===== src/rtl/pmp_checker.sv =====
// pmp_checker -- sequential PMP permission checker.
//
// Accepts one access request at a time. It scans the PMP entries in priority
// order, one entry per cycle, and stops at the first entry that matches. It
// then holds a fault/allow verdict on a valid/ready response port until the
// consumer takes it.
//
// Ports:
//   clk, rst            clock; asynchronous active-high reset
//   req_valid/req_ready request handshake (ready only while idle)
//   req_addr  [31:0]    access base address
//   req_size  [1:0]     00 byte, 01 half, 10 word, 11 illegal
//   req_type  [1:0]     00 read, 01 write, 10 execute, 11 illegal
//   req_priv_m          1 = machine mode
//   pmpcfg_i            8 bits per entry: [0]R [1]W [2]X [4:3]A [7]L
//   pmpaddr_i           32 bits per entry, same units as req_addr
//   resp_valid/ready    response handshake
//   resp_fault          access denied
//   resp_hit            some entry matched
//   resp_entry [3:0]    matching entry index, 0 on a miss
//
// The napot helper is defined in this file. It matches an access against a
// naturally aligned power-of-two region.

// napot -- combinational NAPOT region match.
//   addr   [31:0] access base address
//   addr_n [31:0] encoded region: trailing ones t give a region of 2^(t+3)
//                 bytes, based at addr_n with those low t+3 bits cleared
//   size   [1:0]  added to addr to form the access end address
//   match         both ends of the access lie inside the region
module napot (
  input  logic [31:0] addr,
  input  logic [31:0] addr_n,
  input  logic [1:0]  size,
  output logic        match
);
  logic [31:0] ones;
  logic [31:0] mask;
  logic [32:0] end_addr;

  // x ^ (x+1) yields the trailing ones plus the first zero above them, which
  // is t+1 ones. Shifting left by two and filling the bottom gives t+3 ones.
  // An all-ones addr_n wraps to an all-ones mask and covers the whole space.
  assign ones     = addr_n ^ (addr_n + 32'd1);
  assign mask     = (ones << 2) | 32'd3;
  assign end_addr = {1'b0, addr} + {31'd0, size};
  assign match    = !end_addr[32]
                    && ((addr & ~mask) == (addr_n & ~mask))
                    && ((end_addr[31:0] & ~mask) == (addr_n & ~mask));
endmodule



===== config.mk =====
export PLATFORM = sky130hd
export DESIGN_NAME = napot
export DESIGN_NICKNAME = d
export VERILOG_FILES = /design/src/rtl/pmp_checker.sv
export SDC_FILE = /design/constraint.sdc
export NUM_CORES = 1
export LEC_CHECK = 0
export BUFFER_PORTS_ARGS = -buffer_cell sky130_fd_sc_hd__buf_2
export CORE_MARGIN = 2
export CORE_UTILIZATION = 47
export DETAILED_ROUTE_END_ITERATION = 6
export PLACE_DENSITY = 0.81
export SYNTH_ARGS = -nofsm -noshare
export SYNTH_HDL_FRONTEND = slang
export SYNTH_SLANG_ARGS = --single-unit

===== constraint.sdc =====
create_clock -name vclk -period 3
set_input_delay 0.3 -clock vclk [all_inputs]
set_output_delay 0.3 -clock vclk [all_outputs]
set_load 0.005 [all_outputs]

=== Yosys cells after proc, flatten, opt, wreduce, memory -nomap -nowiden ===
Index checks and enable logic that the tools add are counted.

* Bits in registers: 0
* Bits of input ports: 66
* Word-level logic and storage cells: 12

* Add/sub/neg operators: 2
* Equality and inequality tests: 2
* Bitwise operators: 5
* Reductions and logical operators: 3

{| class="wikitable"
|+ Operators by type and width
! kind !! number
|-
| 32-bit AND || 3
|-
| 32-bit equality test || 2
|-
| 32-bit by 2-bit adder with 33-bit output || 1
|-
| 32-bit NOT || 1
|-
| 30-bit by 1-bit adder with 30-bit output, second input constant || 1
|-
| 30-bit bitwise XOR || 1
|-
| 1-bit logical AND || 2
|-
| 1-bit zero test || 1
|}

=== Depth between registers and ports, before layout ===
Gate-level depths: netlist of run 1.

* Depth after elaboration: 7
* Gate-level depth with buffers: 9
* Mapped depth without buffers: 8

=== Least setup slack after synthesis of run 1 ===
No wires, ideal clock.

* Path type: input -> output
* Start: in addr[1]
* End: out match
* Arrival: 2.865 ns
* Required time: 2.700 ns
* Slack: -0.165 ns
* Stages on the path: 8
* Buffers on the path: 0
* Cell sequence: ha_1 > a31oi_1 > nor4_4 > xor2_1 > nor2_1 > or4b_2 > or4_1 > nor4_2

* Longest elaborated chain between the ends: 4

{| class="wikitable"
|+ Ends and longest elaborated chain
! what !! line !! text
|-
| from (decl) || 32 || <nowiki>input logic [31:0] addr,</nowiki>
|-
| 32-bit by 2-bit adder with 33-bit output / 32-bit AND (equally long branches) || 46, 48 ||
|-
| 32-bit AND (tied with other cells) || 49 || <nowiki>&& ((end_addr[31:0] & ~mask) == (addr_n & ~mask));</nowiki>
|-
| 32-bit equality test / 1-bit logical AND (equally long branches) || 49, 48 ||
|-
| 1-bit logical AND * || 49 ||
|-
| to (decl) || 35 || <nowiki>output logic match</nowiki>
|}

Every way passes the cells marked *; elsewhere a longest branch is shown, timed or not.

=== Worst setup path in the final report of run 1 ===
* Start: in addr[16]
* End: out match

The elaborated chain is that of the path after synthesis.

==> reports/results.tsv, run 1 <==
stage	metric	value	unit
yosys	sequential-to-total area share from yosys stat	0	
critical_path	Worst setup SP type	input pin	
yosys	post-synth cell types	56	
timing	final setup margin	-0.256	ns
timing	Worst-Margin Slew	0.547	ns
placed_design	hpwl dp	6280	um
die	io pins	67	
placed_design	pre-CTS setup slack	-0.506	ns
min_path	hold path cells	6	
die	full die area	4160	um2
yosys	Post-synth top cells	xnor2_1, nand2_1, nand4_1	
die	die width	64.5	um
pwr	PwrDens	128	nW/um2
timing	RSZ-0062 raised after global routing	true	
status	status	complete, but fails checks	
yosys	most frequent cell after synthesis	xnor2_1	
cells_and_area	share of cells above drive strength 1	0.448	
cells_and_area	seq_cells	0	
critical_path	critical setup path kind	in2out	
placed_design	RePlAce Congestion	1.03	
pwr	worst vdd ir	0.0927	mV
global_route	largest net degree at the start of global routing	10	
clock_tree	Post-CTS Hold Fix Bufs	0	
placed_design	port bufs	67	
yosys	post-synth top area cell	xnor2_1	
die	Die H	64.5	um
critical_path	crit path max fanout	7	
detailed_routing	ANT nets after route	0	
pwr	Sequential Power Share	0	
pwr	switch share	0.517	
yosys	post-synth top area share	0.168	
pwr	leakage power	0.00120	uW
global_route	vias in the first global route	2558	
cells_and_area	Clock buffer cells	0	
die	Rows	21	
timing	Final Max Tran Viols	0	
critical_path	CP Capture Type	output port	
detailed_routing	DR iter-0 viols	256	
global_route	total gr overflow	0	
detailed_routing	DRC Markers	0	
timing	crit path time final	3.26	ns
detailed_routing	vias per std cell	6.32	
timing	period utilisation layout	1.09	
yosys	Avg Cell Area, Syn	6.77	um2
cells_and_area	fin nets	463	
yosys	cells after synthesis	254	
global_route	GRT Total Usage	0.356	
min_path	HP Class	in2out	
cells_and_area	Sequential Area	0	um2
yosys	Ys Warns	0	
critical_path	Critical Path RT	2.70	ns
global_route	first-pass GRT wire length	11800	um
detailed_routing	mean routed wirelength per cell	17.4	um
global_route	initial antenna violation count	0	
cells_and_area	number of diodes	0	
pwr	Int Pwr	175	uW
pwr	net switching power	187	uW
detailed_routing	DRT Pass-1 Iters	5	
timing	final hold vios	0	
cells_and_area	Area Overhead vs Synth	63.9	%
status	failing checks	negative setup slack	
detailed_routing	via count	2775	
detailed_routing	Post-Route WL	7650	um
timing	Max Fclk	0.307	GHz
cells_and_area	Fill cells	248	
die	core area	3420	um2
yosys	Syn Nets	322	
pwr	Clock power frac	0	
timing	number of setup violations in the final report	1	
run	Max-Cap Viols	0	
critical_path	CP arrival	2.96	ns
timing	setup TNS	-0.256	ns
yosys	Mapped Area	1720	um2
timing	Slew HR	0.632	
pwr	Comb power frac	1.000	
die	initial core utilization	0.504	
yosys	Synth area leaders	xnor2_1, xor2_1, nand4_1, nand3_1, nand2_1	
metrics by stage:
stage	instance area [um2]	utilization	hold WS [ns]	instances	power (uW)
after floorplan	1750	-	0.883	254	162
after global placement	2670	0.782	1.20	436	328
after detailed placement	2670	0.782	1.21	436	334
after CTS	2760	0.808	1.21	438	344
after global routing	2820	0.826	1.25	439	387
final	2820	0.826	1.22	439	362
cells by family after synthesis:
logic type,share of synthesized area
fa+ha+maj,0.0145
mux,0.0116
xor+xnor,0.255
buf+inv,0.0385
simple gates,0.460
compound gates,0.220
final timing paths:
| kind | to | from | slack (ns) |
|---|---|---|---|
| max | match | addr[16] | -0.26 |
| min | match | addr_n[26] | 1.22 |
routing by layer:
metal | global-route usage | routed length, um
met1 | 0.463 | 2980
met2 | 0.605 | 3490
met3 | 0.0434 | 851
met4 | 0.122 | 327
met5 | 0 | 0
cell type report:
| type | count | area, um2 | share of cell area |
|---|---|---|---|
| well taps | 46 | 57.6 | 0.0204 |
| multi-input cells | 240 | 1770 | 0.627 |
| inverters | 6 | 22.5 | 0.00799 |
| repair buffers | 147 | 972 | 0.345 |
cell usage in the layout (no fill, tap or decap), drive strengths merged, types with 2 or more instances in the layout:
cell / synthesis / final
buf: 3 / 146
xnor2: 33 / 33
nand2: 24 / 24
nand4: 24 / 24
nand3: 18 / 18
xor2: 17 / 17
nor2: 16 / 16
nor4: 13 / 13
nor3: 9 / 9
and3: 8 / 8
or4: 8 / 8
a21oi: 8 / 8
o21ai: 7 / 7
inv: 6 / 6
and4: 5 / 5
a31oi: 5 / 5
a31o: 3 / 3
a32oi: 3 / 3
o211ai: 3 / 3
o22ai: 3 / 3
o2bb2ai: 2 / 2
a22oi: 2 / 2
a2bb2oi: 2 / 2
o32ai: 2 / 2
nor4b: 2 / 2
o31a: 2 / 2
mux2i: 2 / 2
ha: 2 / 2
nor3b: 2 / 2
worst max-delay path, stage by stage:
cell and delay [ns]:
buf_6 0.07, nand4_1 0.19, or4_4 0.59, or4_4 0.52
a32oi_1 0.20, nand4_1 0.20, or4_4 0.48, nor4_4 0.26
buf_2 0.15
timing repair:
action	CTS	global route
resized for setup	12	11
buffers inserted	1	1
gates cloned	1	0
pin swaps	3	4
endpoints found under the setup margin	1	1
power groups by stage:
| stage | logic, uW | registers [uW] | clock network, uW |
|---|---|---|---|
| final | 362 | 0 | 0 |
| after global routing | 387 | 0 | 0 |
| after CTS | 344 | 0 | 0 |
| after detailed placement | 334 | 0 | 0 |
| after global placement | 328 | 0 | 0 |
| after floorplan | 162 | 0 | 0 |
No activity file was read; power rests on OpenSTA's default activity.
==> run 2, diff against run 1 <==
--- a/config.mk
+++ b/config.mk
@@ -5,11 +5,12 @@
 export SDC_FILE = /design/constraint.sdc
 export NUM_CORES = 1
 export LEC_CHECK = 0
+export ABC_AREA = 1
 export BUFFER_PORTS_ARGS = -buffer_cell sky130_fd_sc_hd__buf_2
 export CORE_MARGIN = 2
-export CORE_UTILIZATION = 47
+export CORE_UTILIZATION = 52
 export DETAILED_ROUTE_END_ITERATION = 6
-export PLACE_DENSITY = 0.81
+export PLACE_DENSITY = 0.82
 export SYNTH_ARGS = -nofsm -noshare
 export SYNTH_HDL_FRONTEND = slang
 export SYNTH_SLANG_ARGS = --single-unit
==> run 2 against run 1 <==
Effect of this change: the flow now finishes without violations; final area grew 8.2%; fmax rose by 23%; worst setup slack better by 0.61 ns; hold slack got worse by 0.044 ns; core utilization down 19 points; total power shrank 9.6%; wire length is 22% higher; synthesized cell count grew 120%; global-route usage shrank 2.3 points; largest cell class unchanged.
==> reports/results.tsv, run 2 <==
stage	metric	value	unit
status	status	complete, no violations	
pwr	switch share	0.637	
detailed_routing	DRT Pass-1 Iters	5	
pwr	Int Pwr	119	uW
cells_and_area	Area Overhead vs Synth	15.9	%
placed_design	hpwl dp	8030	um
yosys	most frequent cell after synthesis	nand2_1	
timing	setup TNS	0	ns
yosys	Syn Nets	637	
pwr	Clock power frac	0	
yosys	Ys Warns	0	
placed_design	pre-CTS setup slack	0.410	ns
critical_path	critical setup path kind	in2out	
yosys	Avg Cell Area, Syn	4.63	um2
timing	Max Fclk	0.378	GHz
yosys	sequential-to-total area share from yosys stat	0	
die	full die area	5650	um2
pwr	Sequential Power Share	0	
timing	RSZ-0062 raised after global routing	false	
cells_and_area	most common cell after layout, fill and taps aside	nand2_1	
die	Rows	25	
placed_design	Post-DP Area	3050	um2
timing	final setup margin	0.355	ns
detailed_routing	mean routed wirelength per cell	13.3	um
timing	final hold vios	0	
detailed_routing	DR iter-0 viols	439	
yosys	cells after synthesis	569	
min_path	HP Class	in2out	
timing	crit path time final	2.64	ns
yosys	Mapped Area	2630	um2
pwr	leakage power	0.00168	uW
global_route	vias in the first global route	3275	
yosys	post-synth cell types	29	
timing	Slew HR	0.775	
cells_and_area	Final Cell Area	3050	um2
detailed_routing	vias per std cell	5.50	
detailed_routing	ANT nets after route	0	
pwr	worst vdd ir	0.0785	mV
clock_tree	postcts setup bufs	0	
global_route	largest net degree at the start of global routing	9	
timing	Final Max Tran Viols	0	
run	Max-Cap Viols	0	
die	Die H	75.2	um
clock_tree	Post-CTS Hold Fix Bufs	0	
cells_and_area	seq_cells	0	
global_route	initial antenna violation count	0	
cells_and_area	fin nets	706	
cells_and_area	number of diodes	0	
critical_path	Critical Path RT	2.70	ns
global_route	first-pass GRT wire length	14600	um
cells_and_area	Clock buffer cells	0	
pwr	net switching power	208	uW
detailed_routing	via count	3864	
timing	period utilisation layout	0.882	
cells_and_area	highest-count cells in the layout ignoring fill and taps	nand2_1, nor2_1, inv_1	
yosys	post-synth top area cell	nand2_1	
die	io pins	67	
cells_and_area	Sequential Area	0	um2
critical_path	crit path max fanout	8	
detailed_routing	Post-Route WL	9330	um
critical_path	CP Capture Type	output port	
placed_design	placed cells	703	
placed_design	RePlAce Congestion	1.05	
critical_path	CP arrival	2.34	ns
critical_path	Worst setup SP type	input pin	
pwr	Comb power frac	1.000	
clock_tree	post-CTS sizing	0	
placed_design	port bufs	67	
global_route	GRT Total Usage	0.333	
cells_and_area	post-route insts no fill	703	
cells_and_area	share of cells above drive strength 1	0.162	
detailed_routing	DRC Markers	0	
die	initial core utilization	0.546	
cells_and_area	fin util	0.634	
yosys	Post-synth top cells	nand2_1, nor2_1, inv_1	
yosys	Synth area leaders	nand2_1, nor2_1, inv_1, nand3_1, nor2_4	
die	core area	4820	um2
pwr	PwrDens	107	nW/um2
global_route	total gr overflow	0	
timing	number of setup violations in the final report	0	
timing	Worst-Margin Slew	0.334	ns
yosys	post-synth top area share	0.301	
die	die width	75.2	um
## run 2: changes by cell type after synthesis, moves of 11 or more
cell | before | now
nand2_2 | 0 | 13
inv_1 | 6 | 76
nand2_1 | 24 | 211
xnor2_1 | 33 | 8
nand4_1 | 22 | 11
nand3_1 | 18 | 53
nor2_1 | 16 | 103
## run 2: layer usage
layer | part of all wire | routed length (um) | up-vias | GRT usage
met1 | 0.42 | 3920 | 1673 | 0.489
met4 | 0.015 | 141 | 0 | 0.0604
met2 | 0.43 | 3990 | 239 | 0.534
li1 | - | - | 1929 | -
met3 | 0.14 | 1280 | 23 | 0.0295
met5 | 0 | 0 | - | 0
## run 2: worst paths after layout
check / from / endpoint / slack [ns] / cells past startpoint
setup / recovery: addr[1] / match / 0.36 / 17
hold / removal: addr[31] / match / 1.17 / 7
## run 2: area by class of cell
type,instances,area (um2)
Tap cell,67,83.8
Multi-Input combinational cell,492,2340
Fill cell,527,1770
Timing Repair Buffer,67,335
Inverter,77,289
## run 2: stage by stage
stage / total power, uW / hold slack, ns
after floorplan: 193 / 0.905
after global placement: 311 / 1.17
after detailed placement: 317 / 1.17
after CTS: 319 / 1.17
after global routing: 365 / 1.26
final: 327 / 1.17
## run 2: critical path, cell delays in order
cell and delay (ns):
buf_2 0.10, ha_1 0.28, nand3_1 0.08, nand2_1 0.15
nand2_1 0.21, nor2_4 0.25, nand2_1 0.08, nand2_1 0.08
nand2_1 0.05, nand2_1 0.05, nand2_1 0.05, nor2_1 0.10
nand3_1 0.08, nor2_1 0.15, nand3_1 0.09, nor2_1 0.10
buf_2 0.12
## run 2: cell families after synthesis
kind of cell,Yosys count,share of synthesized area
AO/OA/AOI/OAI,37,0.0765
adder cells (fa/ha/maj),2,0.00950
AND/OR/NAND/NOR,435,0.744
buffers and inverters,77,0.110
XOR/XNOR,18,0.0599
## run 2: power by group through the flow
stage / logic (uW) / clock network (uW) / registers [uW]
after floorplan: 193 / 0 / 0
after global placement: 311 / 0 / 0
after detailed placement: 317 / 0 / 0
after CTS: 319 / 0 / 0
after global routing: 365 / 0 / 0
final: 327 / 0 / 0
